### src/rtl/tmds_encoder.sv
// One DVI TMDS channel: 8b/10b transition-minimised, DC-balanced encoder.
// Two-stage pipeline: stage 1 picks XOR/XNOR chaining, stage 2 balances disparity.
module tmds_encoder #(
  parameter bit OUT_INVERT = 1'b0
) (
  input  logic       clk_pixel,
  input  logic       async_reset,
  input  logic [7:0] data,
  input  logic [1:0] c,
  input  logic       blank,
  output logic [9:0] tmds_out
);

  localparam int unsigned DW = 8;
  localparam int unsigned QW = 9;
  localparam int unsigned SW = 10;
  localparam int unsigned CW = 5;
  localparam int unsigned AW = 6;
  localparam int unsigned NW = 4;

  localparam logic [SW-1:0] CTRL_00  = 10'b1101010100;
  localparam logic [SW-1:0] CTRL_01  = 10'b0010101011;
  localparam logic [SW-1:0] CTRL_10  = 10'b0101010100;
  localparam logic [SW-1:0] CTRL_11  = 10'b1010101011;
  localparam logic [SW-1:0] INV_MASK = {SW{OUT_INVERT}};

  logic [NW-1:0]        n1d;
  logic                 use_xnor;
  logic [QW-1:0]        q_m_c;
  logic [QW-1:0]        q_m;
  logic                 blank_d;
  logic [1:0]           c_d;

  logic [NW-1:0]        n1;
  logic signed [AW-1:0] bal;
  logic signed [AW-1:0] cnt_ext;
  logic                 ones_heavy;
  logic [SW-1:0]        ctrl_sym;
  logic [SW-1:0]        sym_c;
  logic signed [AW-1:0] cnt_next_c;
  logic [CW-1:0]        cnt;

  // Stage 1: count input ones and build the transition-minimised word
  always_comb begin
    n1d = '0;
    for (int i = 0; i < DW; i++) begin
      n1d = n1d + NW'(data[i]);
    end
    use_xnor = (n1d > NW'(4)) || ((n1d == NW'(4)) && !data[0]);
    q_m_c    = '0;
    q_m_c[0] = data[0];
    for (int i = 1; i < DW; i++) begin
      q_m_c[i] = use_xnor ? ~(q_m_c[i-1] ^ data[i]) : (q_m_c[i-1] ^ data[i]);
    end
    q_m_c[DW] = ~use_xnor;
  end

  always_ff @(posedge clk_pixel or posedge async_reset) begin
    if (async_reset) begin
      q_m     <= '0;
      blank_d <= 1'b1;
      c_d     <= 2'b00;
    end else begin
      q_m     <= q_m_c;
      blank_d <= blank;
      c_d     <= c;
    end
  end

  // Stage 2: balance is n1 - n0 = 2*n1 - 8, kept one bit wider than cnt
  always_comb begin
    n1 = '0;
    for (int i = 0; i < DW; i++) begin
      n1 = n1 + NW'(q_m[i]);
    end
  end

  assign bal        = AW'({n1, 1'b0}) - AW'(8);
  assign cnt_ext    = {cnt[CW-1], cnt};
  assign ones_heavy = (!cnt[CW-1] && (bal > 6'sd0)) || (cnt[CW-1] && (bal < 6'sd0));

  always_comb begin
    ctrl_sym = CTRL_00;
    case (c_d)
      2'b00:   ctrl_sym = CTRL_00;
      2'b01:   ctrl_sym = CTRL_01;
      2'b10:   ctrl_sym = CTRL_10;
      default: ctrl_sym = CTRL_11;
    endcase
  end

  always_comb begin
    sym_c      = CTRL_00;
    cnt_next_c = '0;
    if (blank_d) begin
      sym_c      = ctrl_sym;
      cnt_next_c = '0;
    end else if ((cnt == '0) || (bal == '0)) begin
      sym_c      = {~q_m[8], q_m[8], q_m[8] ? q_m[7:0] : ~q_m[7:0]};
      cnt_next_c = q_m[8] ? (cnt_ext + bal) : (cnt_ext - bal);
    end else if (ones_heavy) begin
      sym_c      = {1'b1, q_m[8], ~q_m[7:0]};
      cnt_next_c = cnt_ext + (q_m[8] ? AW'(2) : AW'(0)) - bal;
    end else begin
      sym_c      = {1'b0, q_m[8], q_m[7:0]};
      cnt_next_c = cnt_ext - (q_m[8] ? AW'(0) : AW'(2)) + bal;
    end
  end

  // Inversion folded into the output register keeps latency identical
  always_ff @(posedge clk_pixel or posedge async_reset) begin
    if (async_reset) begin
      tmds_out <= CTRL_00 ^ INV_MASK;
      cnt      <= '0;
    end else begin
      tmds_out <= sym_c ^ INV_MASK;
      cnt      <= cnt_next_c[CW-1:0];
    end
  end

endmodule

### config.mk
export PLATFORM = sky130hd
export DESIGN_NAME = tmds_encoder
export DESIGN_NICKNAME = d
export VERILOG_FILES = /design/src/rtl/tmds_encoder.sv
export SDC_FILE = /design/constraint.sdc
export NUM_CORES = 1
export LEC_CHECK = 0
export ABC_CLOCK_PERIOD_IN_PS = 9900
export CORE_MARGIN = 10
export CORE_UTILIZATION = 46
export CTS_CLUSTER_SIZE = 25
export DETAILED_ROUTE_END_ITERATION = 8
export MAX_ROUTING_LAYER = met4
export PLACE_DENSITY = 0.73
export SYNTH_ARGS = -nofsm -noshare
export SYNTH_HDL_FRONTEND = slang
export SYNTH_SLANG_ARGS = --single-unit
### constraint.sdc
create_clock -name clk_pixel -period 9.9 [get_ports clk_pixel]
set_clock_uncertainty 0.2 [all_clocks]
set_input_delay 1.485 -clock clk_pixel [delete_from_list [all_inputs] [get_ports clk_pixel]]
set_output_delay 1.485 -clock clk_pixel [all_outputs]
set_load 0.005 [all_outputs]
Yosys cells after proc, flatten, opt, wreduce, memory -nomap -nowiden
Cells that the tools add are included.
{ "word_totals": {"reg_bits": 27, "in_bits": 13, "wordCells": 78} }
{ "classes": {"n_addsub": 21, "bitwise_logic": 17, "n_eq_ne": 3, "n_mux": 18, "n_reduce_logical": 11, "magnitude_cmp": 3} }
{ "op_table": {"columns": ["cell", "n"], "rows": [
  ["$add A4 B1 Y4", 8],
  ["$mux W10", 3],
  ["$pmux W10 S3", 1],
  ["$mux W5", 4],
  ["$add A5 B5 Y5", 2],
  ["$sub A5 B5 Y5", 2],
  ["$not A1 Y1", 9],
  ["$add A3 B1 Y4", 2],
  ["$mux W8", 1],
  ["$not A8 Y8", 1],
  ["$mux W1", 7],
  ["$xor A1 B1 Y1", 7],
  ["$add A2 B1 Y3", 2],
  ["$gt A6 B1 Y1 const B", 1],
  ["$logic_not A6 Y1", 1],
  ["$lt A6 B1 Y1 const B", 1],
  ["$sub A5 B4 Y6 const B", 1],
  ["$add A5 B3 Y5", 1],
  ["$logic_not A5 Y1", 1],
  ["$sub A5 B3 Y5", 1],
  ["$add A1 B1 Y2", 2],
  ["$eq A4 B3 Y1 const B", 1],
  ["$gt A4 B3 Y1 const B", 1],
  ["$mux W2", 2],
  ["6 further kinds", 11]
]} }

Logic depth before layout (Yosys ltp)
{ "logic_depth": {"ltp_word": 29, "depth_mapped": 16} }

Worst setup path before layout
Ideal clock, no wire load.
{ "synth_path": {"kind": "input-to-reg", "start": "input port data[0]", "end": "register q_m[7]", "n_path_buf": 0, "setup_ns": 0.080, "cell_stages": 12, "t_arrival_ns": 4.631, "setup_slack_ns": 4.989, "required_time_ns": 9.620, "cell_sequence": "inv_1 -> fa_1 -> fa_1 -> fa_1 -> inv_1 -> ha_1 -> fa_1 -> nor3b_1 -> o21ai_0 -> a21oi_1 -> xnor2_1 -> xnor2_1"} }
{ "synth_between": {"elab_chain_cells": 29, "word_cells_on_any_way": 33, "classes_between": "add/sub: 7; order compare: 1; eq/ne: 1; mux: 7; bitwise: 14; reduce/logical: 3"} }
{ "synth_rtl": {"columns": ["item", "line_no", "text"], "rows": [
  ["from (decl)", "8", "input logic [7:0] data,"],
  ["branches (longest 28 deep; another with $add A3 B1 Y4)", null, null],
  ["$mux W1 *", "53", "q_m_c[i] = use_xnor ? ~(q_m_c[i-1] ^ data[i]) : (q_m_c[i-1] ^ data[i]);"],
  ["via q_m_c[7]", "29", "logic [QW-1:0] q_m_c;"],
  ["to (signal assigned)", "64", "q_m <= q_m_c;"],
  ["to (decl)", "30", "logic [QW-1:0] q_m;"]
]} }
Mark *: on every way through the listed nets, which the timed path passes.

Final worst setup path
Ends and elaborated chain as after synthesis.

==> flow_metrics.py <==
metrics = {
    "outcome": {
        "status": "completed",
    },
    "yosys": {
        "synth-simple-area-share": 0.07040,
        "synthCells": 195,
        "synth_most_common_cell": "inv_1",
        "syn_nets": 246,
        "synthTopCellsByArea": "dfrtp_1, ha_1, fa_1",
        "synth_top_area_frac": 0.2407,
        "synth_top_area_cell": "dfrtp_1",
        "avgSynthCellArea_um2": 10.66,
        "synth_ff_type": "dfrtp_1",
        "synth-compound-area-share": 0.09747,
        "synthTopCellsByCount": "inv_1, ha_1, dfrtp_1",
        "synth_cell_types": 40,
        "synth_top_family_by_area": "adder cells",
        "synth_area_um2": 2079,
        "synth_edf_count": 0,
        "ys_seq_area_frac": 0.3165,
        "yosys-mux-area-fraction": 0.02587,
        "synth-adder-area-share": 0.2756,
        "ys_ff_latch": 26,
        "ys_warn_count": 0,
        "synthArstFlopShare": 1.000,
        "synthXorXnorAreaFrac": 0.1366,
    },
    "setup_path": {
        "cp-start-kind": "input pin",
        "crit_type": "in2reg",
        "worstPathRequired_ns": 9.89,
        "cp-startpoint": "data[0]",
        "reg2reg_from": "q_m[0]$_DFF_PP0_",
        "worstPathMaxFanout": 5,
        "setup.worst_path.end": "q_m[7]$_DFF_PP0_",
        "critPathCaptureType": "register",
        "r2r_slack_ns": 4.92,
        "r2r_end": "cnt[4]$_DFF_PP0_",
        "critical_path_arrival_ns": 5.40,
        "rr_worst_depth": 16,
    },
    "die": {
        "rows": 24,
        "boundaryPins": 23,
        "initial_core_util": 0.4776,
        "die_y_um": 87.24,
        "fp.dieW_um": 87.24,
        "dieArea_um2": 7610,
        "core_area_um2": 4354,
    },
    "global_routing": {
        "gr-usage-met1": 0.1217,
        "grt_max_degree": 27,
        "grt_usage": 0.1002,
        "grt_overflow_total": 0,
        "busiest_layer": "met2",
        "grt_use_met2": 0.1692,
        "antenna_found_initial": 0,
        "grt_pass1_wl_um": 6168,
        "grt_use_met3": 0.01498,
        "grt_pass1_vias": 1391,
    },
    "timing": {
        "hold_violations": 0,
        "fmax_ghz": 0.1850,
        "setup_viol": 0,
        "relSlewSlack": 0.3744,
        "fin_crit_sh": 0.5460,
        "report.final.slew_viol_count": 0,
        "period_needed_ns": 5.405,
        "fin_tns_setup_ns": 0,
        "rsz0062_at_grt": "false",
        "worstMarginPinSlew_ns": 0.9374,
    },
    "job": {
        "cap_violations": 0,
    },
    "routing": {
        "wire_per_inst_um": 12.96,
        "wl_um": 3512,
        "drc": 0,
        "vias_per_cell": 4.904,
        "final_antenna_net_count": 0,
        "drtIter0Drc": 42,
        "dr_total_vias": 1329,
        "first_pass_iters": 3,
    },
    "clock_network": {
        "cts_buffer_depth": 2,
        "holdBufCountCts": 0,
        "post_cts_buffers": 0,
        "cts.sinks": 26,
        "cts-resized-gates": 0,
        "cts.reportedPaths.clkPinSlew_ns": 0.08,
        "htree_levels": 1,
        "tritoncts": "built",
        "clockRootBuffer": "clkbuf_8",
        "cts_made_buffers": 3,
        "clk-insertion-delay-late_ns": 0.26,
    },
    "layout": {
        "antenna_cells_inserted": 0,
        "regArea_um2": 658.1,
        "multi_input_area_um2": 1260,
        "fin_util": 0.5523,
        "area_growth_syn_to_layout_pct": 15.64,
        "fill_cells": 398,
        "stdcell_count": 271,
        "nets": 271,
        "drive_gt1_frac": 0.08676,
        "finalInstanceArea_um2": 2405,
    },
    "placement": {
        "io_buffers": 22,
        "dp_cells": 267,
        "place_congestion": 0.8320,
        "place_hpwl_um": 3000,
        "place_area_um2": 2350,
    },
    "worst_hold_path": {
        "worstHoldPathType": "reg2reg",
    },
}
[metal layers]
metal / wire (um) / share of wire / vias up
met4: 35 / 0.010 / 0
met5: 0 / 0 / -
met1: 1690 / 0.48 / 629
met3: 101 / 0.029 / 2
li1: - / - / 680
met2: 1685 / 0.48 / 18
[cells in the final DEF (no fill, tap or decap), drive strengths merged, types with 4 or more instances in the layout]
master and count:
fa 13, xor2 5, inv 39, a21oi 13
dfrtp 20, o21ai 4, nor2 6, nand2 7
xnor2 22, clkbuf 4, clkdlybuf4s50 22, ha 25
dfstp 6
[final cells by class]
cell class,instances,share of cell area
multi-input combinational,128,0.5239
sequential,26,0.2737
timing repair buffer,22,0.09157
inverter,39,0.06087
tap,52,0.02706
clock buffer,4,0.02289
[state kept, by name (all words and copies together), names as in the netlist]
name	cells
tmds_out	10
q_m	9
cnt	4
c_d	2
blank_d	1
[how the worst min path moves through the flow]
stage                                 start                to  depth (start not counted)
after floorplan           blank_d$_DFF_PP1_  cnt[1]$_DFF_PP0_                          1
after global placement    blank_d$_DFF_PP1_  cnt[1]$_DFF_PP0_                          1
after detailed placement  blank_d$_DFF_PP1_  cnt[1]$_DFF_PP0_                          1
after CTS                 blank_d$_DFF_PP1_  cnt[1]$_DFF_PP0_                          1
after global routing      blank_d$_DFF_PP1_  cnt[1]$_DFF_PP0_                          1
final                     blank_d$_DFF_PP1_  cnt[1]$_DFF_PP0_                          1
[metrics by stage]
stage          hold WS (ns)  setup slack [ns]
2_1_floorplan        0.2934             4.989
3_3_place_gp         0.3299             4.322
3_5_place_dp         0.3336             4.165
4_1_cts              0.3498             4.450
5_1_grt              0.3739             4.233
6_report             0.3421             4.495
[kinds of logic after synthesis]
| logic type | Yosys count |
|---|---|
| xor+xnor | 28 |
| flops | 26 |
| buf+inv | 41 |
| compound gates | 30 |
| fa+ha+maj | 38 |
| simple gates | 28 |
| mux | 4 |
[worst max-delay path, cell delays in order]
cell and delay [ns]:
clkdlybuf4s50_1 0.53, inv_1 0.08, fa_1 0.56, fa_1 0.43, fa_1 0.50, inv_1 0.05
ha_1 0.20, fa_1 0.43, nor3b_1 0.25, o21ai_0 0.11, a21oi_1 0.44, xnor2_1 0.19
xnor2_1 0.14
Power is left out: the tool's default activity adds up to more than one toggle a clock period on the data nets, which glitch-free logic cannot reach.
==> RTL edit 1, RTL diff (same flow settings) <==
The output `tmds_out` loses its register stage (`tmds_out` becomes a continuous assignment).
--- a/src/rtl/tmds_encoder.sv
+++ b/src/rtl/tmds_encoder.sv
@@ -112,6 +112,4 @@
     if (async_reset) begin
-      tmds_out <= CTRL_00 ^ INV_MASK;
       cnt      <= '0;
     end else begin
-      tmds_out <= sym_c ^ INV_MASK;
       cnt      <= cnt_next_c[CW-1:0];
@@ -120,2 +118,4 @@
 
+  assign tmds_out = sym_c ^ INV_MASK;
+
 endmodule
Function: changed (Yosys sat finds a counterexample within 4 cycles, from zero or initial values and one cycle with async_reset high).
==> RTL edit 1 against the original RTL <==
- fmax shrank 23%
- cell area is 11% lower
- highest routed layer unchanged
- sequential cell count fell by 10
- hold slack improved by 0.0016 ns
- critical endpoint is now tmds_out[6]
- worst setup slack worse by 1.6 ns
- die area shrank 9.5%
- final cell count decreased by 4.8%
- critical path depth increased by 3
- core utilization grew 1.8 points
- area after synthesis down 12%
- routed wire length decreased by 5.8%
Power is left out: the tool's default activity adds up to more than one toggle a clock period on the data nets, which glitch-free logic cannot reach.
==> RTL edit 1: results (changes against the original RTL) <==
Setup path
  – Critical-path maximum fanout: 9 (was 5)
  – CP arrival: 5.31 ns (was 5.40 ns)
  – Crit Path Category: reg -> out (was in -> reg)
  – Reg2Reg Setup Slack: 4.97 ns (was 4.92 ns)
  – CP Capture Point: tmds_out[6] (was q_m[7]$_DFF_PP0_)

Detailed routing
  – TritonRoute pass-1 iters: 4 (was 3)
  – Via/cell ratio: 4.84 (was 4.90)
  – Iter 0 DRT Violations: 60 (was 42)
  – Final wirelength: 3310 microns (was 3510 microns)

Yosys
  – Commonest cells in the netlist: 41 x inv_1, 25 x ha_1, 19 x xnor2_1, 15 x dfrtp_1, 13 x fa_1 (was 39 x inv_1, 25 x ha_1, 20 x dfrtp_1, 19 x xnor2_1)
  – Post-Syn Nets: 237 (was 246)
  – Post-synthesis sequential area ratio: 22.0% (was 31.6%)
  – Synth top area cells: dfrtp_1 21%, ha_1 17%, fa_1 14% (was dfrtp_1 24%, ha_1 15%, fa_1 13%)
  – Post-synthesis instance total: 186 (was 195)

Cells and area
  – Ratio of cells with drive above 1 in the final layout: 6.19% (was 8.68%)
  – # fillers: 348 (was 398)
  – Biggest regs: q_m x9, cnt x4, c_d x2 (was tmds_out x10, q_m x9, cnt x4)

Clock network
  – Clock-pin slew on the worst setup and hold paths: 0.06 ns (was 0.08 ns)

Global routing
  – Vias in the first global route: 1,324 (was 1,391)
  – Largest net degree at the start of global routing: 17 (was 27)
  – Global-route wire length before repair: 5930 microns (was 6170 microns)

Timing
  – Slew @ Worst Pin: 0.618 ns (was 0.937 ns)
  – Final worst-path cycle share: 70.7% (was 54.6%)

Run status
  – Status: complete, no violations (unchanged)

Placed design
  – Pre-CTS WS: 3.20 ns (was 4.17 ns)
  – Post-DP HPWL: 2850 microns (was 3000 microns)
RTL edit 1: logic make-up (layout without fill, tap and decap cells):
logic type      Yosys count  in the layout  share of synthesized area [%]
compound gates           29             29                           10.9
simple gates             27             27                           7.47
buf+inv                  43             67                           9.25
fa+ha+maj                38             38                           31.4
flops                    16             16                           22.0
mux                       4              4                           2.95
xor+xnor                 29             29                           16.0
RTL edit 1: area by class of cell:
cell class                 instances  area, sq um  share of cell area, %
clock buffer                       4         45.0                   2.11
inverter                          41          154                   7.21
multi-input combinational        127         1250                   58.8
sequential                        16          402                   18.8
tap                               48         60.1                   2.81
timing repair buffer              22          220                   10.3
RTL edit 1: routing by layer:
metal / vias up / part of all wire, % / track usage, %
li1: 647 / - / -
met1: 570 / 50 / 13.8
met3: 4 / 5.4 / 2.83
met2: 29 / 44 / 15.3
met5: - / 0 / -
met4: 0 / 0.82 / 2.31
RTL edit 1: worst max-delay path, stage by stage, from the launching register on:
cell and delay, ns:
dfrtp_1 0.41, fa_1 0.54, inv_1 0.05, fa_1 0.44, fa_1 0.49, inv_1 0.05, ha_1 0.20, fa_1 0.38
xor2_1 0.43, inv_1 0.09, ha_1 0.28, a211o_1 0.35, and2_4 0.19, mux2i_4 0.35, xnor2_1 0.11, a21oi_1 0.17
clkdlybuf4s50_1 0.52
RTL edit 1: through the flow:
step                      hold slack, ns  cell area [sq um]
after floorplan                    0.293               1830
after global placement             0.328               2090
after detailed placement           0.334               2090
after CTS                          0.350               2140
after global routing               0.373               2140
final                              0.344               2140
==> RTL edit 2, RTL diff (same flow settings) <==
Made on the original files. Change the parameter `OUT_INVERT` from 1'b0 to 1'b1.
--- a/src/rtl/tmds_encoder.sv
+++ b/src/rtl/tmds_encoder.sv
@@ -3,3 +3,3 @@
 module tmds_encoder #(
-  parameter bit OUT_INVERT = 1'b0
+  parameter bit OUT_INVERT = 1'b1
 ) (
Check against the original RTL: not equivalent (Yosys sat finds a counterexample within 4 cycles, from zero or initial values and one cycle with async_reset high).
==> RTL edit 2 against the original RTL <==
- global-route usage is 0.055 points lower
- cell area grew 0.52%
- routed wire length decreased by 4.0%
- worst setup slack improved by 0.30 ns
- count of clock-buffer cells in the layout unchanged
- area after synthesis grew 0.96%
- sequential cell count is the same
- synthesized cell count is 4.1% higher
- first-iteration DRC count rose by 48%
- largest cell class unchanged
Power is not shown: default switching activity piles up to over one toggle a cycle in this logic, so the estimate is an artifact.
==> RTL edit 2: results (changes against the original RTL) <==
Setup path
  – CP arrival: 5.05 ns (was 5.40 ns)
  – Top delay family on crit path: adder cells (unchanged)
  – Crit path largest cell delay: 0.56 ns (about the same)
  – Critical-path maximum fanout: 3 (was 5)
  – Critical path's slowest cell: fa_1 (unchanged)
  – Worst Reg2Reg Path Length in Cells: 14 (was 16)

Detailed routing
  – TritonRoute pass-1 iters: 4 (was 3)
  – Iter 0 DRT Violations: 62 (was 42)
  – Via/cell ratio: 5.00 (was 4.90)
  – Final wirelength: 3370 microns (was 3510 microns)

Yosys
  – Cell accounting for the most synthesized area: dfrtp_1 (unchanged)
  – Synth top area cells: dfrtp_1 24%, ha_1 15%, fa_1 12% (was dfrtp_1 24%, ha_1 15%, fa_1 13%)
  – Post-Syn Nets: 254 (was 246)
  – Synth unique cells: 40 (unchanged)
  – Commonest cells in the netlist: 42 x inv_1, 25 x ha_1, 20 x dfrtp_1, 18 x xnor2_1 (was 39 x inv_1, 25 x ha_1, 20 x dfrtp_1, 19 x xnor2_1)
  – Synth Warn #: 0 (unchanged)
  – Post-synthesis sequential area ratio: 31.3% (was 31.6%)
  – Async set-reset flop share out of synthesis: 100% (unchanged)

Cells and area
  – # fillers: 393 (was 398)
  – Fin nets: 277 (was 271)
  – Ratio of cells with drive above 1 in the final layout: 7.56% (was 8.68%)
  – Biggest regs: tmds_out x10, q_m x9, cnt x4 (unchanged)

Clock network
  – Clock Tree Root: clkbuf_8 (unchanged)
  – Post-CTS Setup Bufs: 0 (unchanged)
  – Max clock buf depth: 2 (unchanged)
  – H-tree depth: 1 (unchanged)
  – Cts hold-fix bufs: 0 (unchanged)
  – Num CTS Buffers: 3 (unchanged)
  – Clock-pin slew on the worst setup and hold paths: 0.08 ns (about the same)

Run status
  – Status: complete, no violations (unchanged)

Timing
  – Max-slew headroom: 36.5% (was 37.4%)

Placed design
  – Routability cong.: 0.812 (was 0.832)
  – Post-DP HPWL: 2890 microns (was 3000 microns)
  – Pre-CTS WS: 4.51 ns (was 4.17 ns)

Global routing
  – Global-route wire length before repair: 6140 microns (was 6170 microns)
  – Vias in the first global route: 1,394 (was 1,391)
  – Overall Global Routing Usage: 9.96% (was 10.0%)

Worst hold path
  – Hold Path Stages: 2 (was 1)
-- RTL edit 2: path summary, 6_finish.rpt --
check	startpoint	endpoint	slack, ns
min in group asynchronous	async_reset	cnt[4]$_DFF_PP0_	1.53
setup / recovery	data[0]	q_m[7]$_DFF_PP0_	4.80
setup reg to reg	q_m[0]$_DFF_PP0_	tmds_out[4]$_DFF_PP0_	5.03
hold reg to reg	q_m[2]$_DFF_PP0_	tmds_out[2]$_DFF_PP0_	0.39
hold / removal	q_m[2]$_DFF_PP0_	tmds_out[2]$_DFF_PP0_	0.39
max in group asynchronous	async_reset	q_m[8]$_DFF_PP0_	7.38
-- RTL edit 2: logic make-up after synthesis --
| family | Yosys count | synth area share (%) |
|---|---|---|
| AO/OA/AOI/OAI | 26 | 8.58 |
| XOR/XNOR | 31 | 12.9 |
| adder cells (fa/ha/maj) | 38 | 27.3 |
| buffers and inverters | 46 | 8.58 |
| flip-flops | 26 | 31.3 |
| multiplexers | 7 | 3.99 |
| AND/OR/NAND/NOR | 29 | 7.27 |
-- RTL edit 2: layout make-up --
type / instances / share of cell area [%]
flip-flops and latches: 26 / 27.2
multi-input cells: 131 / 52.2
inverters: 42 / 6.52
well taps: 52 / 2.69
clock buffers: 4 / 2.28
repair buffers: 22 / 9.11
-- RTL edit 2: tightest hold or removal path: stages, from the launching register on --
cell	delay (ns)
dfrtp_1	0.38
xor2_1	0.08
o21ai_1	0.10
-- RTL edit 2: routing by layer --
metal	track usage (%)	up-vias	wire length (microns)
li1	-	685	-
met1	12.8	675	1620
met2	15.9	23	1550
met3	1.95	2	166
met4	2.17	0	34
met5	-	-	0
-- RTL edit 2: per-stage QoR --
stage,cells,instance area [sq um]
after global placement,273,2360
after global routing,277,2420
after detailed placement,273,2360
after floorplan,203,2100
final,277,2420
after CTS,277,2420
